===== src/rtl/dmem_byte_lsu_if.sv =====
// Bus bundle for dmem_byte_lsu: core request/response channel plus the byte-wide datamem port.
// The slave modport is the LSU itself; master is the core/memory side that surrounds it.
interface dmem_byte_lsu_if #(
    parameter int ADDR_WIDTH = 32,
    parameter int DATA_WIDTH = 32
);
    // Request handshake: a request transfers on a rising clk edge where req_valid && req_ready.
    // The requester holds all req_* fields stable until that edge. Responses are a single-cycle
    // resp_valid pulse with no back-pressure.
    logic                  req_valid;
    logic                  req_ready;
    logic                  req_write;
    logic [1:0]            req_size;
    logic                  req_unsigned;
    logic [ADDR_WIDTH-1:0] req_addr;
    logic [DATA_WIDTH-1:0] req_wdata;

    logic                  resp_valid;
    logic [DATA_WIDTH-1:0] resp_rdata;
    logic                  resp_err;

    logic [ADDR_WIDTH-1:0] mem_address;
    logic [7:0]            mem_writedata;
    logic                  mem_memwrite;
    logic [7:0]            mem_readdata;

    modport slave (
        input  req_valid, req_write, req_size, req_unsigned, req_addr, req_wdata,
        output req_ready,
        output resp_valid, resp_rdata, resp_err,
        output mem_address, mem_writedata, mem_memwrite,
        input  mem_readdata
    );

    modport master (
        output req_valid, req_write, req_size, req_unsigned, req_addr, req_wdata,
        input  req_ready,
        input  resp_valid, resp_rdata, resp_err,
        input  mem_address, mem_writedata, mem_memwrite,
        output mem_readdata
    );
endinterface


===== src/rtl/dmem_byte_lsu.sv =====
// Load/store initiator that splits word/half/byte requests into little-endian single-byte datamem cycles.
// Optional MISALIGN_TRAP_EN: reject misaligned half/word requests with resp_err instead of splitting them.
module dmem_byte_lsu #(
    parameter int ADDR_WIDTH = 32,
    parameter int DATA_WIDTH = 32
) (
    input  logic                  clk,
    input  logic                  reset,
    dmem_byte_lsu_if.slave        bus,
    output logic [1:0]            dbg_state
);

    typedef enum logic [1:0] {
        S_IDLE = 2'd0,
        S_XFER = 2'd1,
        S_RESP = 2'd2
    } state_t;

    state_t                state_q, state_n;
    logic                  write_q, write_n;
    logic                  uns_q, uns_n;
    logic [1:0]            size_q, size_n;
    logic [ADDR_WIDTH-1:0] addr_q, addr_n;
    logic [DATA_WIDTH-1:0] wdata_q, wdata_n;
    logic [1:0]            idx_q, idx_n;
    logic [1:0]            last_q, last_n;
    logic [DATA_WIDTH-1:0] buf_q, buf_n;
    logic [DATA_WIDTH-1:0] rdata_q, rdata_n;
    logic                  err_q, err_n;
    logic [ADDR_WIDTH-1:0] maddr_q, maddr_n;
    logic [7:0]            mwdata_q, mwdata_n;
    logic                  mwe_q, mwe_n;
    logic                  misaligned;

`ifdef MISALIGN_TRAP_EN
    assign misaligned = ((bus.req_size == 2'b01) && bus.req_addr[0]) ||
                        ((bus.req_size == 2'b10) && (bus.req_addr[1:0] != 2'b00));
`else
    assign misaligned = 1'b0;
`endif

    function automatic logic [DATA_WIDTH-1:0] extend(input logic [1:0] sz, input logic uns,
                                                     input logic [DATA_WIDTH-1:0] b);
        logic [DATA_WIDTH-1:0] r;
        case (sz)
            2'b00:   r = uns ? {24'd0, b[7:0]}   : {{24{b[7]}}, b[7:0]};
            2'b01:   r = uns ? {16'd0, b[15:0]}  : {{16{b[15]}}, b[15:0]};
            default: r = b;
        endcase
        return r;
    endfunction

    always_comb begin
        state_n  = state_q;
        write_n  = write_q;
        uns_n    = uns_q;
        size_n   = size_q;
        addr_n   = addr_q;
        wdata_n  = wdata_q;
        idx_n    = idx_q;
        last_n   = last_q;
        buf_n    = buf_q;
        rdata_n  = rdata_q;
        err_n    = err_q;
        maddr_n  = maddr_q;
        mwdata_n = mwdata_q;
        mwe_n    = mwe_q;

        case (state_q)
            S_IDLE: begin
                if (bus.req_valid) begin
                    write_n = bus.req_write;
                    uns_n   = bus.req_unsigned;
                    size_n  = bus.req_size;
                    addr_n  = bus.req_addr;
                    wdata_n = bus.req_wdata;
                    idx_n   = 2'd0;
                    buf_n   = '0;
                    case (bus.req_size)
                        2'b01:   last_n = 2'd1;
                        2'b10:   last_n = 2'd3;
                        default: last_n = 2'd0;
                    endcase
                    if ((bus.req_size == 2'b11) || misaligned) begin
                        state_n = S_RESP;
                        err_n   = 1'b1;
                        rdata_n = '0;
                    end else begin
                        // First memory cycle is presented straight from registers next cycle.
                        state_n  = S_XFER;
                        maddr_n  = bus.req_addr;
                        mwe_n    = bus.req_write;
                        mwdata_n = bus.req_write ? bus.req_wdata[7:0] : 8'd0;
                    end
                end
            end

            S_XFER: begin
                if (!write_q) begin
                    buf_n[{idx_q, 3'b000} +: 8] = bus.mem_readdata;
                end
                if (idx_q == last_q) begin
                    state_n  = S_RESP;
                    maddr_n  = '0;
                    mwdata_n = 8'd0;
                    mwe_n    = 1'b0;
                    err_n    = 1'b0;
                    rdata_n  = write_q ? '0 : extend(size_q, uns_q, buf_n);
                end else begin
                    // Address arithmetic wraps naturally at 2^ADDR_WIDTH.
                    idx_n    = idx_q + 2'd1;
                    maddr_n  = addr_q + ADDR_WIDTH'(idx_n);
                    mwdata_n = write_q ? wdata_q[{idx_n, 3'b000} +: 8] : 8'd0;
                end
            end

            S_RESP: begin
                state_n = S_IDLE;
            end

            default: begin
                state_n = S_IDLE;
            end
        endcase
    end

    always_ff @(posedge clk or posedge reset) begin
        if (reset) begin
            state_q  <= S_IDLE;
            write_q  <= 1'b0;
            uns_q    <= 1'b0;
            size_q   <= 2'b00;
            addr_q   <= '0;
            wdata_q  <= '0;
            idx_q    <= 2'd0;
            last_q   <= 2'd0;
            buf_q    <= '0;
            rdata_q  <= '0;
            err_q    <= 1'b0;
            maddr_q  <= '0;
            mwdata_q <= 8'd0;
            mwe_q    <= 1'b0;
        end else begin
            state_q  <= state_n;
            write_q  <= write_n;
            uns_q    <= uns_n;
            size_q   <= size_n;
            addr_q   <= addr_n;
            wdata_q  <= wdata_n;
            idx_q    <= idx_n;
            last_q   <= last_n;
            buf_q    <= buf_n;
            rdata_q  <= rdata_n;
            err_q    <= err_n;
            maddr_q  <= maddr_n;
            mwdata_q <= mwdata_n;
            mwe_q    <= mwe_n;
        end
    end

    assign bus.req_ready     = (state_q == S_IDLE);
    assign bus.resp_valid    = (state_q == S_RESP);
    assign bus.resp_rdata    = rdata_q;
    assign bus.resp_err      = err_q;
    assign bus.mem_address   = maddr_q;
    assign bus.mem_writedata = mwdata_q;
    assign bus.mem_memwrite  = mwe_q;
    assign dbg_state         = state_q;

endmodule


===== src/flat_wrapper.sv =====
// flat-port wrapper written by rule: the top's interface ports become plain ports
module dmem_byte_lsu_flat 
#(
    parameter int ADDR_WIDTH = 32,
    parameter int DATA_WIDTH = 32
)
  (clk, reset, dbg_state, bus_req_valid, bus_req_write, bus_req_size, bus_req_unsigned, bus_req_addr, bus_req_wdata, bus_req_ready, bus_resp_valid, bus_resp_rdata, bus_resp_err, bus_mem_address, bus_mem_writedata, bus_mem_memwrite, bus_mem_readdata);
  dmem_byte_lsu_if #(.ADDR_WIDTH(ADDR_WIDTH), .DATA_WIDTH(DATA_WIDTH)) bus_i ();
  input  logic clk;
  input  logic reset;
  output logic [1:0] dbg_state;
  input wire logic [$bits(bus_i.req_valid)-1:0] bus_req_valid;
  input wire logic [$bits(bus_i.req_write)-1:0] bus_req_write;
  input wire logic [$bits(bus_i.req_size)-1:0] bus_req_size;
  input wire logic [$bits(bus_i.req_unsigned)-1:0] bus_req_unsigned;
  input wire logic [$bits(bus_i.req_addr)-1:0] bus_req_addr;
  input wire logic [$bits(bus_i.req_wdata)-1:0] bus_req_wdata;
  output wire logic [$bits(bus_i.req_ready)-1:0] bus_req_ready;
  output wire logic [$bits(bus_i.resp_valid)-1:0] bus_resp_valid;
  output wire logic [$bits(bus_i.resp_rdata)-1:0] bus_resp_rdata;
  output wire logic [$bits(bus_i.resp_err)-1:0] bus_resp_err;
  output wire logic [$bits(bus_i.mem_address)-1:0] bus_mem_address;
  output wire logic [$bits(bus_i.mem_writedata)-1:0] bus_mem_writedata;
  output wire logic [$bits(bus_i.mem_memwrite)-1:0] bus_mem_memwrite;
  input wire logic [$bits(bus_i.mem_readdata)-1:0] bus_mem_readdata;
  assign bus_i.req_valid = bus_req_valid;
  assign bus_i.req_write = bus_req_write;
  assign bus_i.req_size = bus_req_size;
  assign bus_i.req_unsigned = bus_req_unsigned;
  assign bus_i.req_addr = bus_req_addr;
  assign bus_i.req_wdata = bus_req_wdata;
  assign bus_req_ready = bus_i.req_ready;
  assign bus_resp_valid = bus_i.resp_valid;
  assign bus_resp_rdata = bus_i.resp_rdata;
  assign bus_resp_err = bus_i.resp_err;
  assign bus_mem_address = bus_i.mem_address;
  assign bus_mem_writedata = bus_i.mem_writedata;
  assign bus_mem_memwrite = bus_i.mem_memwrite;
  assign bus_i.mem_readdata = bus_mem_readdata;
  dmem_byte_lsu #(.ADDR_WIDTH(ADDR_WIDTH), .DATA_WIDTH(DATA_WIDTH)) u_core (.clk(clk), .reset(reset), .bus(bus_i), .dbg_state(dbg_state));
endmodule

===== config.mk =====
export PLATFORM = sky130hd
export DESIGN_NAME = dmem_byte_lsu_flat
export DESIGN_NICKNAME = d
export VERILOG_FILES = /design/src/rtl/dmem_byte_lsu_if.sv /design/src/rtl/dmem_byte_lsu.sv /design/src/flat_wrapper.sv
export SDC_FILE = /design/constraint.sdc
export NUM_CORES = 1
export LEC_CHECK = 0
export BUFFER_PORTS_ARGS = -buffer_cell sky130_fd_sc_hd__buf_2
export CAP_MARGIN = 20
export CORE_MARGIN = 5
export CORE_UTILIZATION = 60
export DETAILED_ROUTE_END_ITERATION = 7
export PLACE_DENSITY = 0.95
export SLEW_MARGIN = 5
export SYNTH_ARGS = -nofsm -noshare
export SYNTH_HDL_FRONTEND = slang
export SYNTH_SLANG_ARGS = --single-unit
export TNS_END_PERCENT = 1

===== constraint.sdc =====
create_clock -name clk -period 7.72 [get_ports clk]
set_input_delay 0.386 -clock clk [delete_from_list [all_inputs] [get_ports clk]]
set_output_delay 0.386 -clock clk [all_outputs]
set_load 0.01 [all_outputs]

==> results.yml <==
place:
  gp_congestion: 0.846
  placed_cell_area_um2: 9310
  portBuffers: 156
  dp_cells: 1054
  dp_hpwl_um: 14400
sta:
  hold_viol: 0
  slew_headroom_pct: 26.8
  tightest_slew_ns: 1.10
  setup-violations-final: 0
  finalSetupTns_ns: 0
  rsz0062_at_grt: "no"
  finClkSkew_ns: 0.00750
  fin_crit_sh_pct: 53.5
  min_period_ns: 4.13
  fmax_ghz: 0.242
  holdWs_ns: 0.0860
  final_max_slew_viol_count: 0
critical_path:
  slowest_delay_ns: 0.91
  path_common_cell: "inv_1"
  cp_max_fo: 18
  crit_chain: "inv_1 -> ha_1 -> inv_1 -> fa_1 -> or3_4 -> or3_1 -> xor2_1 -> o211ai_1"
  required_ns: 8.06
  arrival_ns: 4.47
  cp-end-kind: "flop"
  path_buf_inv: 2
  cpLargestDelayFamily: "adder cells"
  crit_slowest_cell: "ha_1"
  worstSetupPathType: "flop to flop"
  startpoint_type: "flop"
logic_synthesis:
  syn_nets: 857
  yosysSeqAreaShare_pct: 53.1
  ys_warn_count: 0
  netlist_area_um2: 8490
  avgSynthCellArea_um2: 11.0
  synth.distinct_cells: 56
  async_flop_share_pct: 100
  syn_inst: 769
  synthFlopType: "dfrtp_1"
  ys_ff_latch: 180
  synth_edf_count: 0
drt:
  antenna_left: 0
  vias_per_cell: 6.33
  drc: 0
  wl_um: 22800
  wl_per_cell_um: 20.9
  vias: 6897
  drt_iter0_markers: 672
  first_pass_iters: 5
layout:
  post_route_cells_drive_above_1_share_pct: 31.3
  stdcell_area_um2: 10000
  final_common_cell: "dfrtp_1"
  fill_cells: 920
  mostFrequentLayoutCells: "dfrtp_1 (180), buf_2 (156), nand2_1 (96), mux2_2 (62), nor2_1 (49)"
  fin_nets: 984
  fin_cells: 1089
  area_growth_pct: 18.2
power_and_ir_drop:
  powerDensity_nw_per_um2: 438
  p_sw_uw: 1720
  p_sw_share_pct: 39.2
  ir_drop_mv: 0.257
  p_leak_uw: 0.00458
  power.total_uw: 4390
  combPwrFrac_pct: 40.1
  seqPwrFrac_pct: 38.2
  clock_power_share_pct: 21.7
  internal_power_uw: 2670
run:
  max_cap_violations: 0
floorplanning:
  dieArea_um2: 16600
  core_area_um2: 13900
  rows: 43
  start_util_pct: 61.1
  die_w_um: 129
  ioPinCount: 157
  floorplan.die.height_um: 129
cts:
  htree_levels: 4
  cts_root_buf: "clkbuf_16"
  clk_pin_slew_ns: 0.06
  postCtsSetupBuffers: 0
  cts_resized: 0
  cts_made_buffers: 17
  cts_tree: "done"
  clock-sinks: 180
  hold_buffers: 0
  cts_max_path_buffers: 2
  worstSkewPairLatency_ns: 0.43
global_routing:
  gr-total-overflow: 0
  grt_first_pass_wirelength_um: 36600
  grt_pass1_vias: 7002
  track_usage_pct: 28.3
  grt_start_max_net_pins: 99
  antenna_found_initial: 2
run_status:
  status: "completed"
worst_hold_path:
  hold_class: "primary input to asynchronous set/reset pin"
-- cells by family (layout without fill, tap and decap cells) --
group / count (synthesis) / after routing / share of synthesized area, %
other: 0 / 1 / 0
flip-flops: 180 / 180 / 53.1
AND/OR/NAND/NOR: 230 / 230 / 13.6
adder cells (fa/ha/maj): 9 / 9 / 1.42
AO/OA/AOI/OAI: 181 / 181 / 15.0
XOR/XNOR: 30 / 30 / 3.10
multiplexers: 70 / 70 / 10.4
buffers and inverters: 69 / 208 / 3.47
-- cell usage after synthesis (all sizes together) (14+ instances only) --
cell type  number  area [µm²]
buf            23         121
a21oi          25         125
nor2           50         188
a22oi          15         118
clkbuf         32         120
nand2          96         360
inv            14        52.6
mux2           62         698
dfrtp         180        4500
xnor2          21         184
nand3          27         135
o22ai          14         100
o21ai          45         225
a22o           35         307
-- state kept, by name, summed over array words and instances (netlist names) --
name	flops
u_core.last_q	2
u_core.dbg_state	2
u_core.addr_q	32
u_core.buf_q	32
u_core.wdata_q	32
u_core.write_q	1
u_core.size_q	2
u_core.bus.mem_memwrite	1
u_core.bus.resp_rdata	32
u_core.bus.resp_err	1
u_core.idx_q	2
u_core.bus.mem_address	32
u_core.uns_q	1
u_core.bus.mem_writedata	8
-- worst register-to-register path, cell delays in order (launching register included) --
cell,delay (ns)
dfrtp_1,0.85
inv_1,0.22
ha_1,0.91
inv_1,0.21
fa_1,0.53
or3_4,0.53
or3_1,0.42
xor2_1,0.16
o211ai_1,0.20
-- path summary, 6_finish.rpt --
check	start	to	slack (ns)	cells past startpoint
hold / removal	reset	u_core.wdata_q[13]	0.09	2
max in group asynchronous	reset	u_core.bus.mem_address[11]	6.42	4
min in group clk	bus_req_unsigned	u_core.uns_q	0.15	3
setup reg to reg	u_core.idx_q[0]	u_core.bus.mem_address[28]	3.59	8
hold reg to reg	u_core.bus.resp_rdata[2]	u_core.bus.resp_rdata[2]	0.47	2
setup / recovery	u_core.idx_q[0]	u_core.bus.mem_address[28]	3.59	8
-- power groups by stage --
stage | registers [µW] | logic (µW) | clock network, µW
after detailed placement | 1660 | 1680 | 0
after global routing | 1720 | 1920 | 998
after floorplan | 1630 | 1190 | 0
after CTS | 1660 | 1720 | 960
after global placement | 1640 | 1610 | 0
final | 1680 | 1760 | 954
-- per-stage QoR --
step,setup slack [ns],utilization [%]
6_report,3.59,72.2
5_1_grt,3.27,72.2
4_1_cts,3.57,71.7
3_5_place_dp,3.68,67.1
3_3_place_gp,3.80,67.1
2_1_floorplan,2.45,-
-- routing by layer --
layer	wire length (µm)	GRT usage [%]
met4	1010	14.1
met1	8830	36.9
met3	1700	5.23
met5	13	0
met2	11200	45.7
-- cell type report --
cell class / count / area, µm² / share of cell area, %
Antenna cell: 1 / 2.50 / 0.0250
Sequential cell: 180 / 4500 / 44.9
Multi-Input combinational cell: 520 / 3710 / 37.0
Clock buffer: 19 / 443 / 4.42
Clock inverter: 12 / 203 / 2.02
Inverter: 14 / 57.6 / 0.574
Timing Repair Buffer: 163 / 881 / 8.79
Tap cell: 180 / 225 / 2.25
(Power assumes the default switching activity.)
